File: config.mk
export PLATFORM = sky130hd
export DESIGN_NAME = mycpu_if_fetch
export DESIGN_NICKNAME = d
export VERILOG_FILES = /design/src/rtl/mycpu_if_fetch.sv
export SDC_FILE = /design/constraint.sdc
export NUM_CORES = 1
export LEC_CHECK = 0
export BUFFER_PORTS_ARGS = -buffer_cell sky130_fd_sc_hd__buf_4
export CORE_MARGIN = 2
export CORE_UTILIZATION = 57
export CTS_BUF_LIST = sky130_fd_sc_hd__clkbuf_8
export DETAILED_ROUTE_END_ITERATION = 10
export PLACE_DENSITY = 0.84
export SLEW_MARGIN = 10
export SYNTH_ARGS = -nofsm -noshare
export SYNTH_HDL_FRONTEND = slang
export SYNTH_SLANG_ARGS = --single-unit
File: constraint.sdc
create_clock -name clk -period 16.3 [get_ports clk]
set_clock_uncertainty 0.1 [all_clocks]
set_input_delay 4.89 -clock clk [delete_from_list [all_inputs] [get_ports clk]]
set_output_delay 4.89 -clock clk [all_outputs]
set_load 0.005 [all_outputs]
File: src/rtl/mycpu_if_fetch.sv
// Instruction-fetch front end: pipelined imem requests, in-order responses,
// a small instruction/PC buffer towards ID, and redirect flush/discard.
//
// Ports:
//   clk, rst                  clock, async active-high reset
//   redirect_valid/abs        redirect strobe, absolute (1) or relative (0)
//   redirect_base/offset      relative: base+4+offset, absolute: offset
//   inst_req/addr/gnt         imem request channel (fires on req && gnt)
//   inst_rvalid/rdata         imem in-order response channel
//   id_valid/inst/pc/ready    buffer head towards ID (fires on valid && ready)
module mycpu_if_fetch #(
    parameter int                ADDR_W          = 32,
    parameter int                DATA_W          = 32,
    parameter logic [ADDR_W-1:0] RESET_PC        = 32'hbfc00000,
    parameter int                FIFO_DEPTH      = 4,
    parameter int                MAX_OUTSTANDING = 2
) (
    input  logic              clk,
    input  logic              rst,
    input  logic              redirect_valid,
    input  logic              redirect_abs,
    input  logic [ADDR_W-1:0] redirect_base,
    input  logic [ADDR_W-1:0] redirect_offset,
    output logic              inst_req,
    output logic [ADDR_W-1:0] inst_addr,
    input  logic              inst_gnt,
    input  logic              inst_rvalid,
    input  logic [DATA_W-1:0] inst_rdata,
    output logic              id_valid,
    output logic [DATA_W-1:0] id_inst,
    output logic [ADDR_W-1:0] id_pc,
    input  logic              id_ready
);

    localparam int CW = $clog2(FIFO_DEPTH) + 1;
    localparam int PW = $clog2(FIFO_DEPTH);
    localparam logic [CW-1:0] MAX_O   = CW'(MAX_OUTSTANDING);
    localparam logic [CW:0]   DEPTH_S = (CW+1)'(FIFO_DEPTH);

    logic              rst_q;
    logic [ADDR_W-1:0] fetch_pc;
    logic [ADDR_W-1:0] resp_pc;
    logic [CW-1:0]     outstanding;
    logic [CW-1:0]     discard;
    logic [CW-1:0]     fifo_count;
    logic [PW-1:0]     rd_ptr;
    logic [PW-1:0]     wr_ptr;
    logic [DATA_W-1:0] inst_mem [FIFO_DEPTH];
    logic [ADDR_W-1:0] pc_mem   [FIFO_DEPTH];

    logic [CW:0]       credit_sum;
    logic [CW-1:0]     outstanding_next;
    logic [ADDR_W-1:0] raw_target;
    logic [ADDR_W-1:0] redirect_target;
    logic              issue;
    logic              push;
    logic              pop;
    logic              drop;

    // Requests in flight (including ones to be discarded) reserve buffer
    // slots, so a response always has room when it lands.
    always_comb begin
        credit_sum       = {1'b0, outstanding} + {1'b0, fifo_count};
        inst_req         = !rst_q && !redirect_valid
                           && (outstanding < MAX_O)
                           && (credit_sum < DEPTH_S);
        inst_addr        = fetch_pc;
        issue            = inst_req && inst_gnt;
        drop             = discard != '0;
        push             = inst_rvalid && !drop && !redirect_valid;
        id_valid         = fifo_count != '0;
        pop              = id_valid && id_ready;
        id_inst          = inst_mem[rd_ptr];
        id_pc            = pc_mem[rd_ptr];
        outstanding_next = outstanding + CW'(issue) - CW'(inst_rvalid);
        raw_target       = redirect_abs ? redirect_offset
                           : redirect_base + ADDR_W'(32'd4) + redirect_offset;
        redirect_target  = raw_target & ~ADDR_W'(32'd3);
    end

    // Holds issue off for the first cycle after reset release.
    always_ff @(posedge clk or posedge rst) begin
        if (rst) rst_q <= 1'b1;
        else     rst_q <= 1'b0;
    end

    always_ff @(posedge clk or posedge rst) begin
        if (rst) begin
            fetch_pc    <= RESET_PC;
            resp_pc     <= RESET_PC;
            outstanding <= '0;
            discard     <= '0;
            fifo_count  <= '0;
            rd_ptr      <= '0;
            wr_ptr      <= '0;
        end else begin
            outstanding <= outstanding_next;
            if (redirect_valid) begin
                // Everything still in flight after this cycle is stale.
                fetch_pc   <= redirect_target;
                resp_pc    <= redirect_target;
                discard    <= outstanding_next;
                fifo_count <= '0;
                rd_ptr     <= '0;
                wr_ptr     <= '0;
            end else begin
                if (issue) fetch_pc <= fetch_pc + ADDR_W'(32'd4);
                if (inst_rvalid && drop) discard <= discard - CW'(1'b1);
                if (push) begin
                    resp_pc <= resp_pc + ADDR_W'(32'd4);
                    wr_ptr  <= wr_ptr + PW'(1'b1);
                end
                if (pop) rd_ptr <= rd_ptr + PW'(1'b1);
                fifo_count <= fifo_count + CW'(push) - CW'(pop);
            end
        end
    end

    always_ff @(posedge clk or posedge rst) begin
        if (rst) begin
            for (int i = 0; i < FIFO_DEPTH; i++) begin
                inst_mem[i] <= '0;
                pc_mem[i]   <= RESET_PC;
            end
        end else if (push) begin
            inst_mem[wr_ptr] <= inst_rdata;
            pc_mem[wr_ptr]   <= resp_pc;
        end
    end

endmodule

-- After elaboration in Yosys (flattened, before gate mapping)
Cells that the tools add are included.
- flip-flop bits (word level): 334
- bits in latches: 0
- RAM bits: 0
- memory bits (read-only): 0
- input port bits: 103
- output and inout bits: 98
- logic and storage cells: 75
- memories: 0
- add/subtract/negate cells: 12
- multipliers: 0
- divide/modulo/power cells: 0
- magnitude comparators: 5
- eq/ne operators: 0
- shift operators: 0
- multiplexer cells: 22
- bitwise gates (word level): 2
- reduce and logical (&&, ||, !) cells: 18
- operators by type and width (operator ; count):
    32-bit two-way mux ; 10
    128-bit bitwise mux ; 2
    32-bit binary-select mux with 2-bit select ; 2
    32-bit by 3-bit adder with 32-bit output, second input constant ; 3
    32-bit demux with 2-bit select ; 1
    32-bit adder ; 1
    1-bit logical AND ; 9
    3-bit two-way mux ; 3
    2-bit two-way mux ; 4
    2-bit nonzero test ; 4
    3-bit by 1-bit adder with 3-bit output ; 2
    3-bit greater-or-equal comparator, second input constant ; 2
    2-bit inverter with 3-bit output ; 2
    3-bit nonzero test ; 2
    3-bit by 1-bit subtractor with 3-bit output ; 2
    2-bit by 1-bit adder with 2-bit output, second input constant ; 2
    3-bit by 3-bit adder with 4-bit output ; 1
    4-bit by 3-bit < comparator with 1-bit output, second input constant ; 1
    1-bit logical NOT ; 3
    3-bit by 1-bit < comparator with 1-bit output, second input constant ; 1
    3-bit by 2-bit < comparator with 1-bit output, second input constant ; 1
    3-bit by 1-bit subtractor with 3-bit output, second input constant ; 1

-- Depth between registers and ports, before layout
- depth after elaboration: 8
- gate-level depth with buffers: 16
- gate-level depth less buffers: 14

-- Worst setup path before layout
OpenSTA, ideal clock, no wires.
- kind: input-to-output
- start: input redirect_valid
- end: output inst_req
- arrival: 5421 ps
- required time: 11310 ps
- path slack: 5889 ps
- cell stages on the path: 3
- path buffers: 1
- cell sequence: buf_6 > nor4b_2 > and3_1
- word-level cells in the longest chain between the ends: 4
- ends and longest elaborated chain (what ; line ; RTL):
    start: declaration ; 20 ; input logic redirect_valid,
    1-bit logical NOT ; 64 ; inst_req = !rst_q && !redirect_valid
    1-bit logical AND ; 64 ;
    1-bit logical AND ; 65 ; && (outstanding < MAX_O)
    1-bit logical AND ; 66 ; && (credit_sum < DEPTH_S);
    end: declaration ; 24 ; output logic inst_req,
Every way passes these cells.

-- Worst setup path in the final report
Ends and elaborated chain as after synthesis.

==> reports/metrics.yaml <==
max_cap_viol_count: 0
numCtsBuffers: 52
synth.lib_cells_used.distinct: 63
post_synth_fa_ha_maj_area_fraction_pct: 5.75
crit_chain: "buf_4 -> nor4b_2 -> and3_1 -> buf_4"
grt_antenna_before_repair: 0
gp_congestion: 0.927
slew_headroom_pct: 26.6
synth_area_per_cell_um2: 12.4
register_clock_pin_slew_on_the_reported_worst_setup_and_hold_paths_ps: 60
static-leakage-power_uw: 0.00936
cts_tree: "yes"
synth_top_area_share_pct: 38.9
yosys.area_share.simple_pct: 7.86
vias_in_the_first_global_route: 12300
dieArea_um2: 31500
groute.usage.overall_pct: 24.8
post_synth_top_cells: "267 x dfrtp_1, 227 x mux2_2, 98 x nand2_1"
area_growth_pct: 16.3
critPathLaunchType: "input port"
cts.sinks: 322
final_routed_wire_length_divided_by_cell_count_um: 19.2
finalInstanceArea_um2: 19900
tns_setup_ps: 0
placed_area_um2: 18900
via_count: 11900
first_pass_iters: 5
synth_seq_area_share_pct: 47.4
fmax_mhz: 91.9
clock_path_buffers: 3
synth-seq-cells: 322
drc_errors: 0
critPathKind: "input port to output pin"
worst_pin_slew_ps: 1100
fillerInstances: 2170
syn_inst: 1388
critPathArrivalTime_ps: 5890
synthesized_cell_area_um2: 17200
fin_max_slew_vios: 0
placed_cells: 1906
worst_ep_required_time_ps: 11310
cp-end-kind: "output pin"
netlist_top_cells_area: "dfrtp_1 39%, mux2_2 15%, dfstp_2 8.4%"
cpPeakStageDelay_ps: 530
dp_hpwl_um: 25600
slowest_stage: "buf_4"
clockRootBuffer: "clkbuf_8"
grt_max_degree: 203
clock_latency_ps: 560
rsz0062_at_grt: "no"
finalCriticalPeriod_ps: 10880
cts_post_setup_buffers_inserted: 0
async_reset_ff_share_pct: 100
num_rows: 63
drtAntennaViolNets: 0
synthesis.yosys.warnings: 0
design.core.area_um2: 29600
worst_hold_path_type: "flip-flop to flip-flop"
largest_family_of_logic_cells_by_synthesized_area: "multiplexers"
number_of_flops_mapped_to_enable_cells_by_yosys: 0
start_util_pct: 57.9
critical-path-top-cell-by-count: "buf_4"
chipHeight_um: 177
htree_num_levels: 2
power.ir.vdd_worst_v: 0.0000699
gates_resized_cts_repair: 0
final-hold-violation-count: 0
post-route-period-util_pct: 66.8
post_layout_nets: 1750
timing.final.setup_violations: 0
yosys.area.top_type: "dfrtp_1"
drive_above_1_share_pct: 39.8
io_buffers: 196
grt_overflow_total: 0
vias_per_cell: 5.96
sequential_cell_area_um2: 8130
multi_input_area_um2: 8590
die_width_um: 177
post_synth_mux_area_share_pct: 24.6
synth_ff_type: "dfrtp_1"
floorplan.io_pins: 201
power.total_uw: 2690
run_status: "finished clean"
critical_path.max_fanout: 70
grt_first_pass_wirelength_um: 62500
synth-compound-area-share_pct: 8.26
drt_wl_total_um: 38300
yosys.cell_count.top_type: "dfrtp_1"
synth-xor-area-share_pct: 3.42
power_density_nw_per_um2: 135
postCtsHoldBufs: 0
insertedDiodeCount: 0
final_non_filler_cell_total: 1999
detailedRoute.firstIterationViolations: 800
-- logic make-up (layout without fill, tap and decap cells) --
logic type      Yosys count  count (layout)
mux                     314             314
simple gates            276             276
buf+inv                 113             330
other cells               1               5
flops                   322             322
xor+xnor                 67              67
compound gates          218             218
fa+ha+maj                77              77
-- per-layer routing --
| metal | part of all wire, % | routed length (um) | track usage (%) |
|---|---|---|---|
| met5 | 0 | 0 | 0 |
| met4 | 2.0 | 785 | 6.45 |
| met3 | 7.0 | 2680 | 5.83 |
| met2 | 48 | 18400 | 41.1 |
| met1 | 43 | 16500 | 33.1 |
-- registers in the layout, indices dropped and copies added (netlist names) --
signal	cells
rst_q	1
fifo_count	3
inst_mem	128
pc_mem	120
inst_addr	30
discard	3
rd_ptr	2
outstanding	3
resp_pc	30
wr_ptr	2
-- critical path, delay by kind of cell --
family | cells | cell delay, ps
buffers and inverters | 2 | 660
and+or+nand+nor | 2 | 320
-- report_power, final --
part	switching, uW	leakage (uW)	internal, uW
registers	138	0.00408	997
logic	357	0.00466	509
clock network	305	0.000625	386
total	800	0.00936	1890
-- stage by stage --
stage	utilization, %	hold slack [ps]	setup WS, ps
6_report	67.3	389	5420
5_1_grt	67.3	401	5360
4_1_cts	67.3	391	5420
3_5_place_dp	63.7	377	5410
3_3_place_gp	63.7	357	5430
2_1_floorplan	-	345	2490
-- cell usage in the layout, fill, tap and decap left out, drive strengths merged, types with 27 or more instances in the layout --
cell / n
dfrtp: 267
mux2: 244
buf: 204
nand2: 98
ha: 74
a21oi: 68
clkbuf: 68
mux4: 62
dfstp: 55
nor2: 53
inv: 53
xor2: 38
nand3: 35
xnor2: 29
o21ai: 27
-- cell type report --
type	instances	share of cell area, %
inverter	33	0.659
multi-input combinational	957	43.1
clock buffer	68	4.69
timing repair buffer	204	7.74
clock inverter	25	0.627
sequential	322	40.8
tap	390	2.45
-- worst paths after layout --
check | start | depth (start not counted) | slack [ps] | to
max | redirect_valid | 4 | 5420 | inst_req
min | pc_mem[71] | 1 | 390 | pc_mem[71]
max reg2reg | fifo_count[2] | 13 | 13050 | discard[2]
min reg2reg | pc_mem[71] | 1 | 390 | pc_mem[71]
max in group asynchronous | rst | 3 | 10190 | inst_mem[32]
min in group asynchronous | rst | 2 | 4360 | inst_mem[59]
(Power assumes the default switching activity.)
